**src/rtl/ctrl_pkg.sv**
```systemverilog
// Shared control-bundle types, field positions and the per-opcode decode table
// for the buffered control decoder.
package ctrl_pkg;

    localparam int CTRL_W = 15;

    localparam int B_FUNCT_PASS = 0;
    localparam int B_JUMP       = 1;
    localparam int B_DMEM_DUMP  = 2;
    localparam int B_MEM_TO_REG = 3;
    localparam int B_PC_IMM     = 4;
    localparam int B_PC_SRC     = 5;
    localparam int B_ALU_SRC2   = 6;
    localparam int B_DMEM_EN    = 7;
    localparam int B_DMEM_WRITE = 8;
    localparam int B_REG_WRITE  = 9;
    localparam int B_SE_SEL     = 10;
    localparam int B_REG_DST    = 13;

    typedef struct packed {
        logic [1:0] reg_dst;
        logic [2:0] se_sel;
        logic       reg_write;
        logic       dmem_write;
        logic       dmem_en;
        logic       alu_src2;
        logic       pc_src;
        logic       pc_imm;
        logic       mem_to_reg;
        logic       dmem_dump;
        logic       jump;
        logic       funct_pass;
    } ctrl_bundle_t;

    typedef enum logic [1:0] {
        RUN    = 2'd0,
        HALTED = 2'd1,
        FAULT  = 2'd2
    } state_t;

    function automatic ctrl_bundle_t decode_ctrl(
        input logic [4:0] opcode,
        input logic [1:0] funct
    );
        ctrl_bundle_t c;
        c = '0;
        unique case (1'b1)
            (opcode == 5'b00000): c.dmem_dump = 1'b1;
            (opcode[4:2] == 3'b010): begin
                c.reg_dst   = 2'b01;
                c.se_sel    = 3'b001;
                c.reg_write = 1'b1;
                c.alu_src2  = 1'b1;
            end
            (opcode == 5'b10000): begin
                c.se_sel     = 3'b001;
                c.dmem_write = 1'b1;
                c.dmem_en    = 1'b1;
                c.alu_src2   = 1'b1;
            end
            (opcode == 5'b10001): begin
                c.reg_dst    = 2'b01;
                c.se_sel     = 3'b001;
                c.reg_write  = 1'b1;
                c.dmem_en    = 1'b1;
                c.alu_src2   = 1'b1;
                c.mem_to_reg = 1'b1;
            end
            (opcode == 5'b11010): begin
                // funct 2'b11 is reserved for shifts: no writeback
                c.reg_dst    = 2'b10;
                c.reg_write  = (funct != 2'b11);
                c.funct_pass = 1'b1;
            end
            (opcode == 5'b11011): begin
                c.reg_dst    = 2'b10;
                c.reg_write  = 1'b1;
                c.funct_pass = 1'b1;
            end
            (opcode[4:2] == 3'b011): begin
                c.se_sel = 3'b010;
                c.pc_src = 1'b1;
            end
            (opcode == 5'b00100): begin
                c.se_sel = 3'b100;
                c.pc_imm = 1'b1;
                c.jump   = 1'b1;
            end
            (opcode == 5'b00110): begin
                c.reg_dst   = 2'b11;
                c.se_sel    = 3'b100;
                c.reg_write = 1'b1;
                c.pc_imm    = 1'b1;
                c.jump      = 1'b1;
            end
            default: c = '0;
        endcase
        return c;
    endfunction

endpackage

```
**src/rtl/ctrl_decode_q_fifo.sv**
```systemverilog
// Generic DEPTH x WIDTH synchronous FIFO with flush; full/empty are
// derived by the user from the exported occupancy count.
module ctrl_fifo #(
    parameter  int DEPTH = 2,
    parameter  int WIDTH = 16,
    localparam int PW    = (DEPTH > 1) ? $clog2(DEPTH) : 1,
    localparam int CW    = $clog2(DEPTH + 1)
) (
    input  logic             clk,
    input  logic             rst,
    input  logic             push,
    input  logic [WIDTH-1:0] wdata,
    input  logic             pop,
    input  logic             flush,
    output logic [WIDTH-1:0] rdata,
    output logic [CW-1:0]    count
);

    logic [WIDTH-1:0] mem [DEPTH];
    logic [PW-1:0]    wr_ptr;
    logic [PW-1:0]    rd_ptr;
    logic             do_push;
    logic             do_pop;

    function automatic logic [PW-1:0] bump(input logic [PW-1:0] p);
        return (p == PW'(DEPTH - 1)) ? '0 : p + PW'(1);
    endfunction

    assign do_push = push & (count != CW'(DEPTH)) & ~flush;
    assign do_pop  = pop & (count != '0) & ~flush;
    assign rdata   = mem[rd_ptr];

    always_ff @(posedge clk) begin
        if (!rst || flush) begin
            wr_ptr <= '0;
            rd_ptr <= '0;
            count  <= '0;
        end else begin
            if (do_push) wr_ptr <= bump(wr_ptr);
            if (do_pop)  rd_ptr <= bump(rd_ptr);
            count <= count + CW'(do_push) - CW'(do_pop);
        end
    end

    always_ff @(posedge clk) begin
        if (do_push) mem[wr_ptr] <= wdata;
    end

endmodule

```
**src/rtl/ctrl_decode_q.sv**
```systemverilog
// Registered, queued control decoder with RUN/HALTED/FAULT tracking.
// Define CTRL_DECODE_PERF_EN to add saturating accept/stall counters.
module ctrl_decode_q
    import ctrl_pkg::*;
#(
    parameter int          DEPTH        = 2,
    parameter logic [31:0] ILLEGAL_MASK = 32'h0000_0000,
    parameter logic [4:0]  HALT_OP      = 5'b00000
) (
    input  logic              clk,
    input  logic              rst,
    input  logic              in_valid,
    output logic              in_ready,
    input  logic [4:0]        opcode,
    input  logic [1:0]        funct,
    input  logic              flush,
    output logic              out_valid,
    input  logic              out_ready,
    output logic [CTRL_W-1:0] out_ctrl,
    output logic              out_err,
    output logic              halted,
    output logic              fault
`ifdef CTRL_DECODE_PERF_EN
   ,output logic [31:0]       perf_accepted,
    output logic [31:0]       perf_stall
`endif
);

    localparam int CW = $clog2(DEPTH + 1);
    localparam int EW = CTRL_W + 1;

    state_t        state;
    state_t        state_nx;
    ctrl_bundle_t  entry;
    logic [CW-1:0] count;
    logic [EW-1:0] head;
    logic          full;
    logic          accept;
    logic          pop;
    logic          is_halt;
    logic          is_ill;

    assign full    = (count == CW'(DEPTH));
    assign accept  = in_valid & in_ready;
    assign pop     = out_valid & out_ready;
    assign is_halt = (opcode == HALT_OP);
    assign is_ill  = ~is_halt & ILLEGAL_MASK[opcode];

    always_comb begin
        entry = decode_ctrl(opcode, funct);
        if (is_halt || is_ill) begin
            entry.reg_write  = 1'b0;
            entry.dmem_write = 1'b0;
            entry.dmem_en    = 1'b0;
        end
        if (is_halt) entry.dmem_dump = 1'b1;
    end

    ctrl_fifo #(
        .DEPTH (DEPTH),
        .WIDTH (EW)
    ) u_fifo (
        .clk   (clk),
        .rst   (rst),
        .push  (accept),
        .wdata ({is_ill, entry}),
        .pop   (pop),
        .flush (flush),
        .rdata (head),
        .count (count)
    );

    always_ff @(posedge clk) begin
        if (!rst) state <= RUN;
        else      state <= state_nx;
    end

    always_comb begin
        state_nx = state;
        if (state == RUN && accept) begin
            if (is_halt)     state_nx = HALTED;
            else if (is_ill) state_nx = FAULT;
        end
    end

    // rst gates in_ready so nothing is accepted during the reset cycle
    always_comb begin
        in_ready  = rst & (state == RUN) & ~full & ~flush;
        halted    = (state == HALTED);
        fault     = (state == FAULT);
        out_valid = (count != '0);
        out_ctrl  = out_valid ? head[CTRL_W-1:0] : '0;
        out_err   = out_valid & head[CTRL_W];
    end

`ifdef CTRL_DECODE_PERF_EN
    always_ff @(posedge clk) begin
        if (!rst) begin
            perf_accepted <= '0;
            perf_stall    <= '0;
        end else begin
            if (accept && perf_accepted != '1)
                perf_accepted <= perf_accepted + 32'd1;
            if (in_valid && !in_ready && perf_stall != '1)
                perf_stall <= perf_stall + 32'd1;
        end
    end
`endif

endmodule

```
**config.mk**
```make
export PLATFORM = sky130hd
export DESIGN_NAME = ctrl_decode_q
export DESIGN_NICKNAME = d
export VERILOG_FILES = /design/src/rtl/ctrl_pkg.sv /design/src/rtl/ctrl_decode_q_fifo.sv /design/src/rtl/ctrl_decode_q.sv
export SDC_FILE = /design/constraint.sdc
export NUM_CORES = 1
export LEC_CHECK = 0
export CORE_UTILIZATION = 50
export CTS_CLUSTER_DIAMETER = 150
export CTS_CLUSTER_SIZE = 16
export DETAILED_ROUTE_END_ITERATION = 16
export GPL_TIMING_DRIVEN = 0
export PLACE_DENSITY = 0.82
export SETUP_SLACK_MARGIN = 0.2
export SLEW_MARGIN = 40
export SYNTH_ARGS = -nofsm -noshare
export SYNTH_HDL_FRONTEND = slang
export SYNTH_SLANG_ARGS = --single-unit
```
**constraint.sdc**
```tcl
create_clock -name clk -period 2.41 [get_ports clk]
set_input_delay 0.241 -clock clk [delete_from_list [all_inputs] [get_ports clk]]
set_output_delay 0.241 -clock clk [all_outputs]
set_load 0.02 [all_outputs]
```
==> results.py, run 1 <==
metrics = {
    "final_layout": {
        "num_antenna_cells": 0,
        "num-fill-cells": 199,
        "multiInputGateArea_sq_um": 549.3,
        "area_growth_pct": 28.31,
        "postLayoutCoreUtil": 0.6997,
        "design_area_sq_um": 1979,
        "drive_gt1_frac": 0.1447,
        "regArea_sq_um": 920.9,
        "nets": 172,
    },
    "clock_tree": {
        "cts_hold_buf": 0,
        "cts_tree": "yes",
        "htree_levels": 2,
        "cts_inserted_buffers": 5,
        "clkSinkCount": 33,
        "cts-root-buf": "clkbuf_4",
        "path_clk_slew_ps": 100,
        "postCtsSetupBuffers": 0,
        "clk_latency_ps": 330,
        "clockBufferDepth": 2,
    },
    "worst_setup_path": {
        "worstSetupStartpointType": "input pin",
        "crit_arrival_ps": 1850,
        "path_class": "input pin to output pin",
        "setup.worst_path.end_class": "output pin",
        "cp_max_fo": 6,
        "required_ps": 2170,
    },
    "timing": {
        "period_share": 0.8692,
        "grt_setup_unrepaired": "no",
        "max_freq_mhz": 477.4,
        "whs_ps": 353.2,
        "slew_viol_final": 0,
        "tightest_slew_ps": 666.0,
        "hold_viol_final": 0,
        "fin_setup_tns_ps": 0,
        "fin_crit_ps": 2095,
        "skew_ps": 4.381,
        "slew_headroom": 0.5555,
        "finalSetupViolations": 0,
    },
    "routing": {
        "ant_nets": 0,
        "dr.pass1.iters": 10,
        "drt-total-wl_mm": 2.721,
        "wl_per_cell_um": 14.32,
        "vias_per_cell": 5.426,
        "vias": 1031,
        "drtIter0Drc": 29,
        "drcViolationCount": 2,
    },
    "die": {
        "die_y_um": 57.55,
        "core_area_sq_um": 2829,
        "io_pins": 32,
        "rows": 19,
        "initial_utilization": 0.5453,
        "dieArea_sq_um": 3311,
        "die_x_um": 57.55,
    },
    "synth": {
        "synthesis.nets": 137,
        "yosysSeqAreaShare": 0.5969,
        "ys_ff_latch": 33,
        "avgSynthCellArea_sq_um": 12.54,
        "ys.warnings.count": 0,
        "synthCells": 123,
        "syn-cell-area_sq_um": 1543,
        "yosysUniqueCellTypes": 30,
    },
    "outcome": {
        "status": "complete, but fails checks",
        "failed_checks": "design-rule violations",
    },
    "pwr": {
        "ir_drop_mv": 0.3605,
        "cellPowerDensity_nw_per_um2": 627.3,
        "p_leak_uw": 0.0007908,
    },
    "place": {
        "place_hpwl_mm": 1.958,
        "port_buffers": 28,
        "routabilityCongestion": 0.7455,
        "place_area_sq_um": 1864,
    },
    "global_route": {
        "track_usage": 0.1888,
        "grt_pass1_wl_mm": 4.533,
        "antenna_found_initial": 0,
        "grt_pass1_vias": 1017,
        "grt-ovfl-total": 0,
        "grt_start_max_net_pins": 14,
    },
    "flow_run": {
        "max_cap_viol_count": 0,
    },
    "hold_path": {
        "hold_path.class": "input pin to flop",
    },
}
flip-flops by register name, indices dropped and copies added, names as in the netlist, named ones only:
signal         cells
u_fifo.mem        26
state              2
u_fifo.count       2
u_fifo.rd_ptr      1
u_fifo.wr_ptr      1
Yosys cell counts:
| library cell | count | area (sq um) |
|---|---|---|
| and4b_1 | 1 | 10.01 |
| nor4b_1 | 1 | 8.760 |
| nor2_1 | 23 | 86.33 |
| nor4bb_1 | 1 | 10.01 |
| a21o_1 | 1 | 7.510 |
| nand3_1 | 1 | 5.000 |
| o21ai_0 | 3 | 15.01 |
| or2b_1 | 1 | 7.510 |
| edfxtp_1 | 26 | 780.8 |
| buf_4 | 4 | 30.03 |
| nand2b_1 | 1 | 6.260 |
| nor4b_4 | 2 | 47.55 |
| and2_1 | 3 | 18.77 |
| and3b_1 | 3 | 26.28 |
| and2b_1 | 1 | 7.510 |
| nand2_1 | 4 | 15.01 |
| xor2_1 | 2 | 17.52 |
| ha_1 | 2 | 25.02 |
| inv_1 | 6 | 22.52 |
| o21bai_1 | 1 | 7.510 |
| mux2i_1 | 15 | 150.1 |
| buf_2 | 5 | 25.02 |
| nand3_2 | 1 | 10.01 |
| nand4b_1 | 1 | 8.760 |
| nor2b_1 | 3 | 18.77 |
| nor4b_2 | 1 | 15.01 |
| conb_1 | 1 | 3.750 |
| dfxtp_1 | 7 | 140.1 |
| nand3b_1 | 1 | 7.510 |
| xnor2_1 | 1 | 8.760 |
layout by cell type (no fill, tap or decap), types with 3 or more instances in the layout:
cell,instances
and3b_1,3
mux2i_1,15
o21ai_0,3
inv_1,6
edfxtp_1,26
nor2b_1,3
nor2_1,21
nand2_1,4
clkdlybuf4s50_1,25
buf_4,3
buf_2,4
dfxtp_1,7
clkbuf_4,6
and2_1,3
cell type report:
type | count | share of cell area
Clock inverter | 3 | 0.03287
Multi-Input combinational cell | 75 | 0.2775
Clock buffer | 5 | 0.01896
Tap cell | 31 | 0.01960
Sequential cell | 33 | 0.4652
Timing Repair Buffer | 28 | 0.1435
Buffer | 9 | 0.03097
Inverter | 6 | 0.01138
cells by family after synthesis:
kind of cell             count (synthesis)  synth area share
AND/OR/NAND/NOR                         49            0.2003
flip-flops                              33            0.5969
multiplexers                            15           0.09732
buffers and inverters                   15           0.05028
AO/OA/AOI/OAI                            5           0.01947
XOR/XNOR                                 3           0.01703
adder cells (fa/ha/maj)                  2           0.01622
other                                    1          0.002431
through the flow:
stage	power, uW	worst slack, ps	cells
after floorplan	699.1	692.1	123
after global placement	740.6	-63.02	182
after detailed placement	746.8	103.9	182
after CTS	1248	228.0	190
after global routing	1282	230.9	190
final	1242	315.2	190
critical path: stages:
cell and delay [ps]:
clkdlybuf4s50_1 570, nor4b_4 280, and2_1 170, clkdlybuf4s50_1 600
per-layer routing:
layer  wire (um)  GRT usage
met5           0          0
met4          51    0.07666
met3         152    0.07029
met1        1089     0.2159
met2        1428     0.3189
report_power, final:
group	internal [uW]	total [uW]	switching (uW)
clock	321	509	188
sequential	624	629	4.50
combinational	49.6	104	54.5
worst paths after layout:
check / start / to / slack [ps] / cells after the start
min reg2reg: u_fifo.wr_ptr / u_fifo.wr_ptr / 510 / 1
max reg2reg: state[1] / u_fifo.mem[1][11] / 570 / 4
max: rst / in_ready / 320 / 4
min: opcode[4] / u_fifo.mem[1][12] / 350 / 2
repair_timing:
item	4_1_cts	5_1_grt
setup endpoints to repair	2	2
gates resized for setup	3	3
hold endpoints to repair	0	0
No activity file was read; power rests on OpenSTA's default activity.
==> inputs of run 2 (changes only) <==
- SLEW_MARGIN: 40 -> 20
==> run 2 against run 1 <==
  * The run still ends with design-rule violations left
  * Sequential share of layout area is 0.90 points higher
  * Critical endpoint is now out_ctrl[1]
  * Maximum frequency is 0.34% lower
  * Critical path type is now flop to output pin
  * Sequential power about the same
  * Largest power group unchanged
  * Non-clock buffer count stayed put
  * Power decreased by 16%
  * Combinational power is essentially flat
  * Setup slack worse by 7.1 ps
  * Flip-flop and latch count unchanged
==> results.py, run 2 (synthesis results as in run 1) <==
metrics = {
    "outcome": {
        "status": "complete, but fails checks",
        "failed_checks": "design-rule violations",
    },
    "timing": {
        "slew_viol_final": 0,
        "hold_viol_final": 0,
        "skew_ps": 14.24,
        "tightest_slew_ps": 685.2,
        "slew_headroom": 0.5427,
        "finalSetupViolations": 0,
        "period_share": 0.8722,
        "max_freq_mhz": 475.8,
        "fin_setup_tns_ps": 0,
        "grt_setup_unrepaired": "no",
        "fin_ws_ps": 308.1,
        "fin_crit_ps": 2102,
        "whs_ps": 351.1,
    },
    "final_layout": {
        "multiInputGateArea_sq_um": 554.3,
        "mostFrequentLayoutCells": "26 x clkdlybuf4s50_1, 26 x edfxtp_1, 21 x nor2_1, 15 x mux2i_1, 7 x dfxtp_1",
        "reg_top3": "u_fifo.mem x26, state x2, u_fifo.count x2",
        "drive_gt1_frac": 0.1321,
        "regArea_sq_um": 920.9,
        "largest_register_ffs": 26,
        "largest-register": "u_fifo.mem",
        "area_growth_pct": 25.87,
        "stdcell_count": 190,
        "num-fill-cells": 206,
        "num_antenna_cells": 0,
        "nets": 172,
    },
    "clock_tree": {
        "cts_inserted_buffers": 5,
        "clk_latency_ps": 330,
        "cts_hold_buf": 0,
        "cts_tree": "yes",
        "clkSinkCount": 33,
        "cts-root-buf": "clkbuf_4",
        "htree_levels": 2,
        "clockBufferDepth": 2,
        "postCtsSetupBuffers": 0,
        "path_clk_slew_ps": 100,
    },
    "routing": {
        "vias_per_cell": 5.379,
        "drcViolationCount": 2,
        "vias": 1022,
        "drtIter0Drc": 32,
        "ant_nets": 0,
        "drt-total-wl_mm": 2.732,
        "dr.pass1.iters": 10,
        "wl_per_cell_um": 14.38,
    },
    "flow_run": {
        "max_cap_viol_count": 0,
    },
    "pwr": {
        "cellPowerDensity_nw_per_um2": 539.9,
        "total_power_uw": 1048,
        "ir_drop_mv": 0.3197,
        "p_leak_uw": 0.0007658,
    },
    "die": {
        "core_area_sq_um": 2829,
        "die_y_um": 57.55,
        "io_pins": 32,
        "initial_utilization": 0.5453,
        "die_x_um": 57.55,
        "rows": 19,
        "dieArea_sq_um": 3311,
    },
    "worst_setup_path": {
        "crit_chain": "buf_2 > buf_6 > mux2i_1 > nor2_1 > clkdlybuf4s50_1",
        "setup.worst_path.end_class": "output pin",
        "required_ps": 2170,
        "crit_arrival_ps": 1860,
        "worstSetupStartpointType": "flop",
        "cp_max_fo": 10,
        "path_class": "flop to output pin",
        "worst_path_largest_cell_delay_ps": 640,
        "cp_slowest_cell": "clkdlybuf4s50_1",
    },
    "place": {
        "port_buffers": 28,
        "dp_cells": 182,
        "routabilityCongestion": 0.7455,
        "pre_cts_slack_ps": -135.3,
        "place_hpwl_mm": 1.990,
    },
    "hold_path": {
        "hold_path.class": "input pin to flop",
    },
    "global_route": {
        "grt_pass1_wl_mm": 4.540,
        "track_usage": 0.1921,
        "antenna_found_initial": 0,
        "grt_pass1_vias": 1047,
        "grt-ovfl-total": 0,
        "grt_start_max_net_pins": 14,
    },
}
==> run 2: changes by cell type in the layout (fill, tap and decap cells not counted) <==
| cell | previous run | this run |
|---|---|---|
| bufinv_16 | 2 | 0 |
| clkbuf_1 | 0 | 2 |
| clkbuf_8 | 0 | 1 |
| clkdlybuf4s50_1 | 25 | 26 |
| clkinv_2 | 1 | 0 |
| dlygate4sd2_1 | 1 | 0 |
| nor2_2 | 2 | 1 |
| nor2_4 | 0 | 1 |
==> run 2: layout make-up <==
type                    count  share of cell area
inverters                   6             0.01160
multi-input cells          75              0.2854
flip-flops and latches     33              0.4742
clock buffers               8             0.03028
well taps                  31             0.01997
plain buffers               9             0.03157
repair buffers             28              0.1469
==> run 2: per-layer routing <==
layer  vias to the layer above  track usage  share of wire
met5                         -            0              0
met4                         0       0.1010          0.010
met3                         3      0.06803          0.053
met2                        32       0.3189           0.52
met1                       495       0.2171           0.42
li1                        492            -              -
==> run 2: worst paths after layout <==
check / start / end / slack [ps] / cells past startpoint
worst min-delay path: opcode[4] / u_fifo.mem[0][12] / 350 / 2
worst min register to register: u_fifo.wr_ptr / u_fifo.wr_ptr / 500 / 1
worst max register to register: state[1] / u_fifo.mem[1][9] / 530 / 4
worst max-delay path: flop / out_ctrl[1] / 310 / 5
==> run 2: critical path, delay by kind of cell, from the launching register on <==
kind	cells	cell delay [ps]
flip-flops	1	310
AND/OR/NAND/NOR	1	140
multiplexers	1	100
buffers and inverters	3	990
==> run 2: report_power, final <==
part / switching (uW) / internal [uW] / leakage (uW)
sequential: 4.83 / 624 / 0.000278
clock: 170 / 144 / 0.0000326
combinational: 54.8 / 50.1 / 0.000455
total: 230 / 818 / 0.000766
==> run 2: what timing repair did <==
| action | CTS | global route |
|---|---|---|
| gates resized for setup | 2 | 4 |
| endpoints found under the setup margin | 2 | 2 |
| endpoints found under the hold margin | 0 | 0 |
| cloned | 0 | 0 |
==> run 2: stage by stage <==
| stage | util | cell area, sq um |
|---|---|---|
| after floorplan | - | 1543 |
| after global placement | 0.6581 | 1862 |
| after detailed placement | 0.6581 | 1862 |
| after CTS | 0.6811 | 1927 |
| after global routing | 0.6864 | 1942 |
| final | 0.6864 | 1942 |
==> inputs of run 3 (changes only) <==
- ABC_AREA: default -> 1
- CORE_UTILIZATION: 50 -> 60
- DONT_BUFFER_PORTS: default -> 1
- PLACE_DENSITY: 0.82 -> 0.8
==> run 3 against run 2 <==
  * The run now ends clean
  * Critical endpoint is now out_ctrl[10]
  * First-iteration DRC count is 13% lower
  * Power is 1.1% lower
  * Clock-buffer cell count is 1 lower
  * Largest cell class unchanged
  * Worst hold slack worse by 310 ps
  * Critical path type unchanged
==> results.py, run 3 <==
metrics = {
    "pwr": {
        "ir_drop_mv": 0.4967,
        "p_leak_uw": 0.0006668,
        "total_power_uw": 1037,
        "cellPowerDensity_nw_per_um2": 633.9,
    },
    "global_route": {
        "grt-ovfl-total": 0,
        "track_usage": 0.2286,
        "grt_pass1_vias": 1011,
        "grt_pass1_wl_mm": 4.243,
        "antenna_found_initial": 0,
        "grt_start_max_net_pins": 14,
    },
    "worst_setup_path": {
        "cp_max_fo": 10,
        "crit_arrival_ps": 1860,
        "r2r_slack_ps": 590,
        "rr_startpoint": "u_fifo.count[1]",
        "crit_chain": "inv_1 > nand2_2 > inv_1 > buf_6 > a21oi_1 > buf_4",
        "required_ps": 2170,
        "cp_slowest_cell": "dfxtp_1",
        "path_class": "flop to output pin",
        "crit_top_cell": "inv_1",
        "reg2reg_to": "u_fifo.count[1]",
        "crit_start": "u_fifo.count[1]",
        "worstSetupStartpointType": "flop",
        "ff2ff_path_depth": 10,
        "cp.depth": 6,
        "worstPathBufferInverterCount": 4,
        "worst_path_largest_cell_delay_ps": 410,
        "critPathTopFamily": "buffers and inverters",
        "setup.worst_path.end_class": "output pin",
        "crit_end": "out_ctrl[10]",
    },
    "place": {
        "port_buffers": 0,
        "routabilityCongestion": 0.7996,
        "place_hpwl_mm": 2.004,
        "dp_cells": 183,
    },
    "final_layout": {
        "final_common_cell": "nand2_1",
        "largest_register_ffs": 26,
        "drive_gt1_frac": 0.1707,
        "regArea_sq_um": 920.9,
        "num-fill-cells": 186,
        "reg_top3": "u_fifo.mem x26, state x2, u_fifo.count x2",
        "stdcell_count": 192,
        "area_growth_pct": 8.195,
        "largest-register": "u_fifo.mem",
        "mostFrequentLayoutCells": "38 x nand2_1, 26 x edfxtp_1, 19 x inv_1, 15 x a21oi_1, 12 x nor2_1",
        "nets": 177,
        "multiInputGateArea_sq_um": 469.2,
        "num_antenna_cells": 0,
    },
    "timing": {
        "max_freq_mhz": 475.4,
        "finalSetupViolations": 0,
        "skew_ps": 9.682,
        "fin_crit_ps": 2103,
        "slew_headroom": 0.5482,
        "period_share": 0.8727,
        "slew_viol_final": 0,
        "tightest_slew_ps": 676.9,
        "fin_setup_tns_ps": 0,
        "grt_setup_unrepaired": "no",
        "whs_ps": 41.85,
        "hold_viol_final": 0,
    },
    "die": {
        "dieArea_sq_um": 2724,
        "die_y_um": 52.19,
        "io_pins": 32,
        "die_x_um": 52.19,
        "initial_utilization": 0.6580,
        "rows": 17,
        "core_area_sq_um": 2297,
    },
    "synth": {
        "ys_ff_latch": 33,
        "synthCells": 155,
        "syn-cell-area_sq_um": 1511,
        "synthArstFlopShare": 0,
        "synth_edf_count": 26,
        "ys.flop_type": "edfxtp_1",
        "synthSimpleGateAreaFrac": 0.2111,
        "synth_area_leader_cell": "edfxtp_1",
        "synth.top_cell.area_share": 0.5166,
        "yosysUniqueCellTypes": 26,
        "synth_commonest_cells": "38 x nand2_1, 26 x edfxtp_1, 19 x inv_1",
        "yosysSeqAreaShare": 0.6093,
        "synth-adder-area-share": 0.01656,
        "yosysMostFrequentCell": "nand2_1",
        "synthesis.nets": 169,
        "synth_area_leaders": "edfxtp_1 52%, nand2_1 9.4%, dfxtp_1 9.3%",
        "synth_compound_gate_area_share": 0.06871,
        "avgSynthCellArea_sq_um": 9.751,
        "synth_top_family_by_area": "simple AND/OR/NAND/NOR gates",
        "synthXorXnorAreaFrac": 0.005795,
        "synthMuxAreaShare": 0,
        "ys.warnings.count": 0,
    },
    "clock_tree": {
        "clkSinkCount": 33,
        "clk_latency_ps": 330,
        "cts_tree": "yes",
        "htree_levels": 2,
        "clockBufferDepth": 2,
        "path_clk_slew_ps": 100,
        "cts-root-buf": "clkbuf_4",
        "cts_inserted_buffers": 5,
    },
    "flow_run": {
        "max_cap_viol_count": 0,
    },
    "routing": {
        "drt-total-wl_mm": 2.729,
        "drtIter0Drc": 28,
        "vias_per_cell": 5.495,
        "vias": 1055,
        "dr.pass1.iters": 5,
        "wl_per_cell_um": 14.21,
        "ant_nets": 0,
        "drcViolationCount": 0,
    },
    "hold_path": {
        "hold_path.class": "input pin to flop",
    },
    "outcome": {
        "status": "complete, no violations",
    },
}
==> run 3: cell types whose count changed in the layout (fill, tap and decap cells not counted), sizes merged, moves of 4 or more <==
cell / delta
a21oi: +17
clkdlybuf4s50: -26
inv: +14
mux2i: -15
nand2: +36
nand3: +4
nor2: -5
nor4b: -4
==> run 3: worst min path at each step <==
stage / from / end / cells past startpoint
2_1_floorplan: rst / state[1] / 2
3_3_place_gp: rst / state[1] / 2
3_5_place_dp: rst / state[1] / 2
4_1_cts: rst / state[1] / 2
5_1_grt: rst / state[0] / 2
6_report: rst / state[0] / 2
==> run 3: routing by layer <==
layer,GRT usage,share of wire
met5,0,0
met4,0.1228,0.0081
met1,0.2338,0.36
met2,0.4038,0.56
met3,0.08116,0.072
==> run 3: worst reg2reg max path: cells and delay by family, from the launching register on <==
kind / cells / cell delay (ps)
buffers and inverters: 2 / 110
DFF: 1 / 360
adders and majority gates: 2 / 470
and+or+nand+nor: 4 / 550
AOI/OAI and AO/OA: 1 / 130
xor gates and xnor gates: 1 / 140
==> run 3: kinds of logic after synthesis <==
logic type | count (synthesis)
simple gates | 70
flops | 33
buf+inv | 28
compound gates | 20
fa+ha+maj | 2
xor+xnor | 1
other cells | 1
==> run 3: power breakdown <==
| group | switching, uW | leakage [uW] | internal, uW |
|---|---|---|---|
| logic | 49.1 | 0.000325 | 19.8 |
| clock network | 174 | 0.0000413 | 169 |
| registers | 3.03 | 0.000300 | 622 |
==> run 3: cell type report <==
type	count	area share
plain buffers	7	0.03137
clock buffers	7	0.03979
clock inverters	1	0.003060
inverters	21	0.04820
multi-input cells	94	0.2869
flip-flops and latches	33	0.5631
well taps	28	0.02142
repair buffers	1	0.006121
==> run 3: what timing repair did <==
action                                 in CTS  in global routing
setup endpoints to repair                   0                  1
buffers inserted                            0                  0
endpoints found under the hold margin       0                  1
hold buffers                                0                  1
resized for setup                           0                  1
==> run 3: stage by stage <==
step	worst slack, ps	area (sq um)	utilization
2_1_floorplan	769.3	1511	-
3_3_place_gp	523.0	1546	0.6732
3_5_place_dp	480.0	1546	0.6732
4_1_cts	266.4	1617	0.7037
5_1_grt	211.3	1635	0.7119
6_report	306.7	1635	0.7119
